<file path="config.mk">
export PLATFORM = sky130hd
export DESIGN_NAME = piso_serializer_flat
export DESIGN_NICKNAME = d
export VERILOG_FILES = /design/src/rtl/piso_serializer_if.sv /design/src/rtl/piso_serializer.sv /design/src/flat_wrapper.sv
export SDC_FILE = /design/constraint.sdc
export NUM_CORES = 1
export LEC_CHECK = 0
export CAP_MARGIN = 20
export CORE_UTILIZATION = 49
export CTS_CLUSTER_DIAMETER = 60
export DETAILED_ROUTE_END_ITERATION = 10
export PLACE_DENSITY_LB_ADDON = 0.3
export SYNTH_ARGS = -nofsm -noshare
export SYNTH_HDL_FRONTEND = slang
export SYNTH_SLANG_ARGS = --single-unit
</file>
<file path="constraint.sdc">
create_clock -name clock -period 1.85 [get_ports clock]
set_input_delay 0.185 -clock clock [delete_from_list [all_inputs] [get_ports clock]]
set_output_delay 0.185 -clock clock [all_outputs]
set_load 0.1 [all_outputs]
</file>
<file path="src/rtl/piso_serializer_if.sv">
// Load/serial bundle for piso_serializer.
// The source drives the master side; the serializer takes the slave side.
interface piso_serializer_if #(
    parameter int WIDTH = 8
);
    logic [WIDTH-1:0] parallel_in;
    logic             load_valid;
    logic             load_ready;
    logic             msb_first;
    logic             shift_en;
    logic             serial_out;
    logic             serial_valid;
    logic             first;
    logic             last;
    logic             busy;

    modport master (
        output parallel_in,
        output load_valid,
        output msb_first,
        output shift_en,
        input  load_ready,
        input  serial_out,
        input  serial_valid,
        input  first,
        input  last,
        input  busy
    );

    modport slave (
        input  parallel_in,
        input  load_valid,
        input  msb_first,
        input  shift_en,
        output load_ready,
        output serial_out,
        output serial_valid,
        output first,
        output last,
        output busy
    );
endinterface

</file>
<file path="src/rtl/piso_serializer.sv">
// Parametrised PISO serializer with valid/ready load and back-to-back frames.
// Define PISO_SERIALIZER_PARITY_EN to append an even-parity bit to each frame.
module piso_serializer #(
    parameter int   WIDTH      = 8,
    parameter logic IDLE_LEVEL = 1'b0
) (
    input  logic            clock,
    input  logic            reset,
    piso_serializer_if.slave bus
);

`ifdef PISO_SERIALIZER_PARITY_EN
    localparam int N = WIDTH + 1;
    typedef enum logic [1:0] {IDLE, SHIFT, PARITY} state_t;
`else
    localparam int N = WIDTH;
    typedef enum logic {IDLE, SHIFT} state_t;
`endif

    localparam int CW = $clog2(N + 1);
    localparam logic [CW-1:0] CNT_LAST = CW'(N - 1);
    localparam logic [CW-1:0] CNT_DATA_LAST = CW'(WIDTH - 1);

    state_t           state;
    state_t           state_nx;
    logic [WIDTH-1:0] sreg;
    logic             order;
    logic [CW-1:0]    cnt;
    logic             valid;
    logic             at_last;
    logic             consume;
    logic             accept;
`ifdef PISO_SERIALIZER_PARITY_EN
    logic             par;
`endif

    assign valid   = (state != IDLE);
    assign at_last = valid && (cnt == CNT_LAST);
    assign consume = valid && bus.shift_en;

    // Ready may rise on the final bit so the next word loads with no gap.
    assign bus.load_ready = !reset &&
                            ((state == IDLE) || (at_last && bus.shift_en));
    assign accept = bus.load_valid && bus.load_ready;

    always_ff @(posedge clock) begin
        if (reset) begin
            state <= IDLE;
        end else begin
            state <= state_nx;
        end
    end

    always_comb begin
        state_nx = state;
        unique case (state)
            IDLE: begin
                if (accept) state_nx = SHIFT;
            end
            SHIFT: begin
                if (consume && (cnt == CNT_DATA_LAST)) begin
`ifdef PISO_SERIALIZER_PARITY_EN
                    state_nx = PARITY;
`else
                    state_nx = accept ? SHIFT : IDLE;
`endif
                end
            end
`ifdef PISO_SERIALIZER_PARITY_EN
            PARITY: begin
                if (consume) state_nx = accept ? SHIFT : IDLE;
            end
`endif
            default: state_nx = IDLE;
        endcase
    end

    // A load on the final-bit edge takes priority over the shift.
    always_ff @(posedge clock) begin
        if (reset) begin
            sreg  <= '0;
            order <= 1'b0;
            cnt   <= '0;
`ifdef PISO_SERIALIZER_PARITY_EN
            par   <= 1'b0;
`endif
        end else if (accept) begin
            sreg  <= bus.parallel_in;
            order <= bus.msb_first;
            cnt   <= '0;
`ifdef PISO_SERIALIZER_PARITY_EN
            par   <= ^bus.parallel_in;
`endif
        end else if (consume) begin
            sreg <= order ? (sreg << 1) : (sreg >> 1);
            cnt  <= at_last ? '0 : cnt + CW'(1);
        end
    end

    always_comb begin
        bus.serial_out = IDLE_LEVEL;
        unique case (state)
            SHIFT: begin
                bus.serial_out = order ? sreg[WIDTH-1] : sreg[0];
            end
`ifdef PISO_SERIALIZER_PARITY_EN
            PARITY: begin
                bus.serial_out = par;
            end
`endif
            default: bus.serial_out = IDLE_LEVEL;
        endcase
        bus.serial_valid = valid;
        bus.first        = valid && (cnt == '0);
        bus.last         = at_last;
        bus.busy         = valid;
    end

endmodule

</file>
<file path="src/flat_wrapper.sv">
// flat-port wrapper written by rule: the top's interface ports become plain ports
module piso_serializer_flat 
#(
    parameter int   WIDTH      = 8,
    parameter logic IDLE_LEVEL = 1'b0
)
  (clock, reset, bus_parallel_in, bus_load_valid, bus_msb_first, bus_shift_en, bus_load_ready, bus_serial_out, bus_serial_valid, bus_first, bus_last, bus_busy);
  piso_serializer_if #(.WIDTH(WIDTH)) bus_i ();
  input  logic clock;
  input  logic reset;
  input wire logic [$bits(bus_i.parallel_in)-1:0] bus_parallel_in;
  input wire logic [$bits(bus_i.load_valid)-1:0] bus_load_valid;
  input wire logic [$bits(bus_i.msb_first)-1:0] bus_msb_first;
  input wire logic [$bits(bus_i.shift_en)-1:0] bus_shift_en;
  output wire logic [$bits(bus_i.load_ready)-1:0] bus_load_ready;
  output wire logic [$bits(bus_i.serial_out)-1:0] bus_serial_out;
  output wire logic [$bits(bus_i.serial_valid)-1:0] bus_serial_valid;
  output wire logic [$bits(bus_i.first)-1:0] bus_first;
  output wire logic [$bits(bus_i.last)-1:0] bus_last;
  output wire logic [$bits(bus_i.busy)-1:0] bus_busy;
  assign bus_i.parallel_in = bus_parallel_in;
  assign bus_i.load_valid = bus_load_valid;
  assign bus_i.msb_first = bus_msb_first;
  assign bus_i.shift_en = bus_shift_en;
  assign bus_load_ready = bus_i.load_ready;
  assign bus_serial_out = bus_i.serial_out;
  assign bus_serial_valid = bus_i.serial_valid;
  assign bus_first = bus_i.first;
  assign bus_last = bus_i.last;
  assign bus_busy = bus_i.busy;
  piso_serializer #(.WIDTH(WIDTH), .IDLE_LEVEL(IDLE_LEVEL)) u_core (.clock(clock), .reset(reset), .bus(bus_i));
endmodule
</file>
==> results of run 1 <==
==> synthesized netlist by cell type <==
library cell	count	area (um2)
sky130_fd_sc_hd__nand2b_1	9	56.3
sky130_fd_sc_hd__mux2_2	2	22.5
sky130_fd_sc_hd__xor2_1	1	8.76
sky130_fd_sc_hd__or4_4	1	11.3
sky130_fd_sc_hd__nor2_1	1	3.75
sky130_fd_sc_hd__a21bo_2	2	20.0
sky130_fd_sc_hd__a21oi_1	11	55.1
sky130_fd_sc_hd__nand2_4	1	11.3
sky130_fd_sc_hd__buf_2	3	15.0
sky130_fd_sc_hd__a211oi_2	1	12.5
sky130_fd_sc_hd__nor3_1	3	15.0
sky130_fd_sc_hd__nand3_1	3	15.0
sky130_fd_sc_hd__nor3b_1	1	7.51
sky130_fd_sc_hd__nand4b_1	2	17.5
sky130_fd_sc_hd__a311o_1	6	60.1
sky130_fd_sc_hd__a21boi_2	1	11.3
sky130_fd_sc_hd__buf_4	4	30.0
sky130_fd_sc_hd__inv_1	2	7.51
sky130_fd_sc_hd__o21ai_0	1	5.00
sky130_fd_sc_hd__nand2_1	2	7.51
sky130_fd_sc_hd__nor2b_1	3	18.8
sky130_fd_sc_hd__ha_1	2	25.0
sky130_fd_sc_hd__dfxtp_1	14	280
sky130_fd_sc_hd__nand4_1	1	6.26
sky130_fd_sc_hd__buf_6	1	11.3
sky130_fd_sc_hd__clkbuf_1	2	7.51
sky130_fd_sc_hd__o2111ai_1	1	8.76
sky130_fd_sc_hd__mux2i_1	15	150
==> worst reg2reg max path, delay by kind of cell (launching register included) <==
kind                       cells  cell delay (ns)
DFF                            1             0.39
AOI/OAI and AO/OA              1             0.35
adders and majority gates      1             0.25
buffers and inverters          1             0.25
and+or+nand+nor                1             0.21
muxes                          1             0.20
==> state kept, by name, summed over array words and instances, names as in the netlist <==
register         flops
u_core.sreg          8
u_core.cnt           4
u_core.bus.busy      1
u_core.order         1
==> cells in the final DEF, fill, tap and decap left out, types with 3 or more instances in the layout <==
| cell type | Yosys | layout |
|---|---|---|
| sky130_fd_sc_hd__dfxtp_1 | 14 | 13 |
| sky130_fd_sc_hd__buf_4 | 4 | 5 |
| sky130_fd_sc_hd__nand3_1 | 3 | 3 |
| sky130_fd_sc_hd__clkdlybuf4s50_1 | 0 | 12 |
| sky130_fd_sc_hd__a21oi_1 | 11 | 10 |
| sky130_fd_sc_hd__nand2b_1 | 9 | 9 |
| sky130_fd_sc_hd__a311o_1 | 6 | 6 |
| sky130_fd_sc_hd__buf_12 | 0 | 6 |
| sky130_fd_sc_hd__clkbuf_4 | 0 | 3 |
| sky130_fd_sc_hd__mux2i_1 | 15 | 15 |
==> how the worst max path moves through the flow <==
stage | to | slack (ns) | cells past startpoint
3_3_place_gp | u_core.cnt[3]$_SDFFE_PP0P_ | 0.15 | 5
4_1_cts | bus_load_ready | 0.11 | 4
5_1_grt | bus_load_ready | 0.001 | 4
2_1_floorplan | bus_last | -0.01 | 3
6_report | bus_load_ready | 0.10 | 4
3_5_place_dp | u_core.order$_SDFFE_PP0P_ | 0.11 | 5
==> layout make-up <==
type	instances	area [um2]
Clock buffer	4	36.3
Fill cell	154	512
Inverter	2	7.51
Multi-Input combinational cell	70	578
Sequential cell	14	284
Tap cell	25	31.3
Timing Repair Buffer	23	278
==> power by group through the flow <==
stage                     registers [W]  clock network, W  logic [W]
final                          0.000353          0.000232   0.000215
after global routing           0.000356          0.000244   0.000228
after CTS                      0.000352          0.000231   0.000216
after detailed placement       0.000359                 0   0.000215
after global placement         0.000358                 0   0.000211
after floorplan                0.000349                 0   0.000154
==> stage by stage <==
| step | util, % | worst slack [ns] | TNS [ns] | total power (W) |
|---|---|---|---|---|
| CTS | 70.4 | 0.108 | 0 | 0.000799 |
| finish | 70.4 | 0.104 | 0 | 0.000800 |
| global route | 70.4 | 0.00116 | 0 | 0.000829 |
| detailed placement | 68.3 | 0.113 | 0 | 0.000574 |
| global placement | 68.3 | 0.153 | 0 | 0.000569 |
| floorplan | - | -0.0109 | -0.0145 | 0.000503 |
==> cells by family (layout without fill, tap and decap cells) <==
family                   count (synthesis)  in the layout
XOR/XNOR                                 1              1
multiplexers                            17             17
AND/OR/NAND/NOR                         27             27
buffers and inverters                   12             29
AO/OA/AOI/OAI                           23             23
adder cells (fa/ha/maj)                  2              2
flip-flops                              14             14
==> metal layers <==
| layer | up-vias | GRT usage (%) | part of all wire (%) |
|---|---|---|---|
| met5 | - | 0 | 0 |
| met4 | 0 | 9.09 | 0.54 |
| met3 | 2 | 5.20 | 5.1 |
| met2 | 21 | 31.5 | 44 |
| met1 | 361 | 27.3 | 50 |
| li1 | 384 | - | - |
==> impl_metrics.tcl, run 1 <==
set metrics [dict create \
    syn_to_final_growth_pct 34.9 \
    power_density_nw_per_um2 659 \
    regToRegSetupSlack_ns 0.13 \
    mappedNetlistArea_um2 901 \
    drt_drc_violations_left 0 \
    fin_cells 138 \
    first_iter_violations 16 \
    die_y_um 44.9 \
    max-clock-path-buffers 2 \
    globalRouteOverflowTotal 0 \
    p_comb_share_pct 26.8 \
    setup_violations 0 \
    period_needed_ns 1.75 \
    outcome "finished clean" \
    mappedNetlistNets 111 \
    final_max_slew_viol_count 0 \
    synth.ff_latch_count 14 \
    yosys_warnings 0 \
    cts_sinks 14 \
    min_path_cells 3 \
    cts.clk_slew.worst_paths_ns 0.10 \
    dp_hpwl_um 1330 \
    power.switching_fraction_pct 31.8 \
    synth_top_family_by_area "compound AO/OA/AOI/OAI gates" \
    critical-path-top-delay-family "flip-flops" \
    crit_start "u_core.cnt[0]$_SDFFE_PP0P_" \
    routed_wl_um 1860 \
    critPathRequiredTime_ns 1.66 \
    hold-worst-slack_ns 0.467 \
    rsz0062_at_grt "no" \
    drive_gt1_share_pct 24.8 \
    die_area_um2 2010 \
    place.detailed.instances 134 \
    detail-route-antenna-nets 0 \
    via_count 768 \
    finClkSkew_ns 0.00588 \
    crit_path_buffers_inverters 1 \
    achievable-frequency_mhz 573 \
    clock_tree_from_tritoncts "built" \
    p_clk_share_pct 29.0 \
    post_synth_and_or_nand_nor_area_fraction_pct 18.9 \
    min-delay-start "bus_parallel_in[5]" \
    grt_start_max_net_pins 29 \
    maxCapViolCount 0 \
    synth-xor-area-share_pct 0.972 \
    cp_data_arrival_time_ns 1.56 \
    worst_slew_margin_rel_pct 66.9 \
    cts_post_setup_buffers_inserted 0 \
    grt_first_pass_wirelength_um 2950 \
    hold_path_class "in -> reg" \
    stdcell_area_um2 1210 \
    port-buffer-count 18 \
    clock_tree.root_cell "sky130_fd_sc_hd__clkbuf_4" \
    yosys.cell_types.count 28 \
    sequential_share_of_the_synthesized_area_pct 31.1 \
    p_leak_nw 0.436 \
    timing_worst_slew_pin_value_ns 0.495 \
    fraction_of_the_mapped_netlist_area_in_adder_cells_pct 2.78 \
    clock_insertion_delay_worst_skew_ns 0.29 \
    synth_area_per_cell_um2 9.38 \
    vdd_drop_max_mv 0.470 \
    synthMuxAreaShare_pct 19.2 \
    number_of_clock_buffers_inserted_by_tritoncts 3 \
    pint_w 0.000546 \
    place_area_um2 1180 \
    worst_case_hold_path_end_point "u_core.sreg[5]$_SDFFE_PP0P_" \
    antenna_found_initial 0 \
    min_period_over_period_pct 94.4 \
    gp_congestion 0.761 \
    path_max_fanout 4 \
    stage_delay_of_the_slowest_cell_on_the_critical_path_ns 0.39 \
    p_seq_share_pct 44.1 \
    drt-wirelength-per-cell_um 13.4 \
    viasPerCell 5.57 \
    cts-resized-gates 0 \
    first_global_vias 673 \
    cp-start-kind "flop" \
    diodes 0 \
    drt-pass1-iter-count 4 \
    die_x_um 44.9 \
    ctsHtreeMaxLevel 1 \
    cts_hold_repair.buffers 0 \
    timing_hold_violations_final 0 \
    worstRegToRegCells 5 \
    grt.total_usage_pct 20.5 \
    synth_area_in_compound_gates_pct 19.2 \
    row_count 15 \
    worstSetupEndpointType "primary output" \
    ports 19 \
    core-area_um2 1730 \
    switchingPower_w 0.000254 \
    r2r-end "u_core.sreg[2]$_SDFFE_PP0P_" \
    crit-reg2reg-launch "u_core.cnt[0]$_SDFFE_PP0P_" \
    start_util_pct 52.2 \
    criticalPathCategory "reg -> out" \
    post_synth_inst_count 96 \
    num-nets-final 129 \
    cp_cell_sequence "ha_1 -> nand4b_1 -> a21oi_2 -> buf_12" \
    critical-path-slowest-cell "sky130_fd_sc_hd__dfxtp_1" \
]
Power figures use the tool's default switching activity.
==> inputs of run 2 (changes only) <==
--- a/config.mk
+++ b/config.mk
@@ -10,6 +10,7 @@
 export CTS_CLUSTER_DIAMETER = 60
 export DETAILED_ROUTE_END_ITERATION = 10
 export PLACE_DENSITY_LB_ADDON = 0.3
+export SLEW_MARGIN = 20
 export SYNTH_ARGS = -nofsm -noshare
 export SYNTH_HDL_FRONTEND = slang
 export SYNTH_SLANG_ARGS = --single-unit
==> results of run 2 <==
The final DEF is identical to that of run 1; final timing and power are the same.
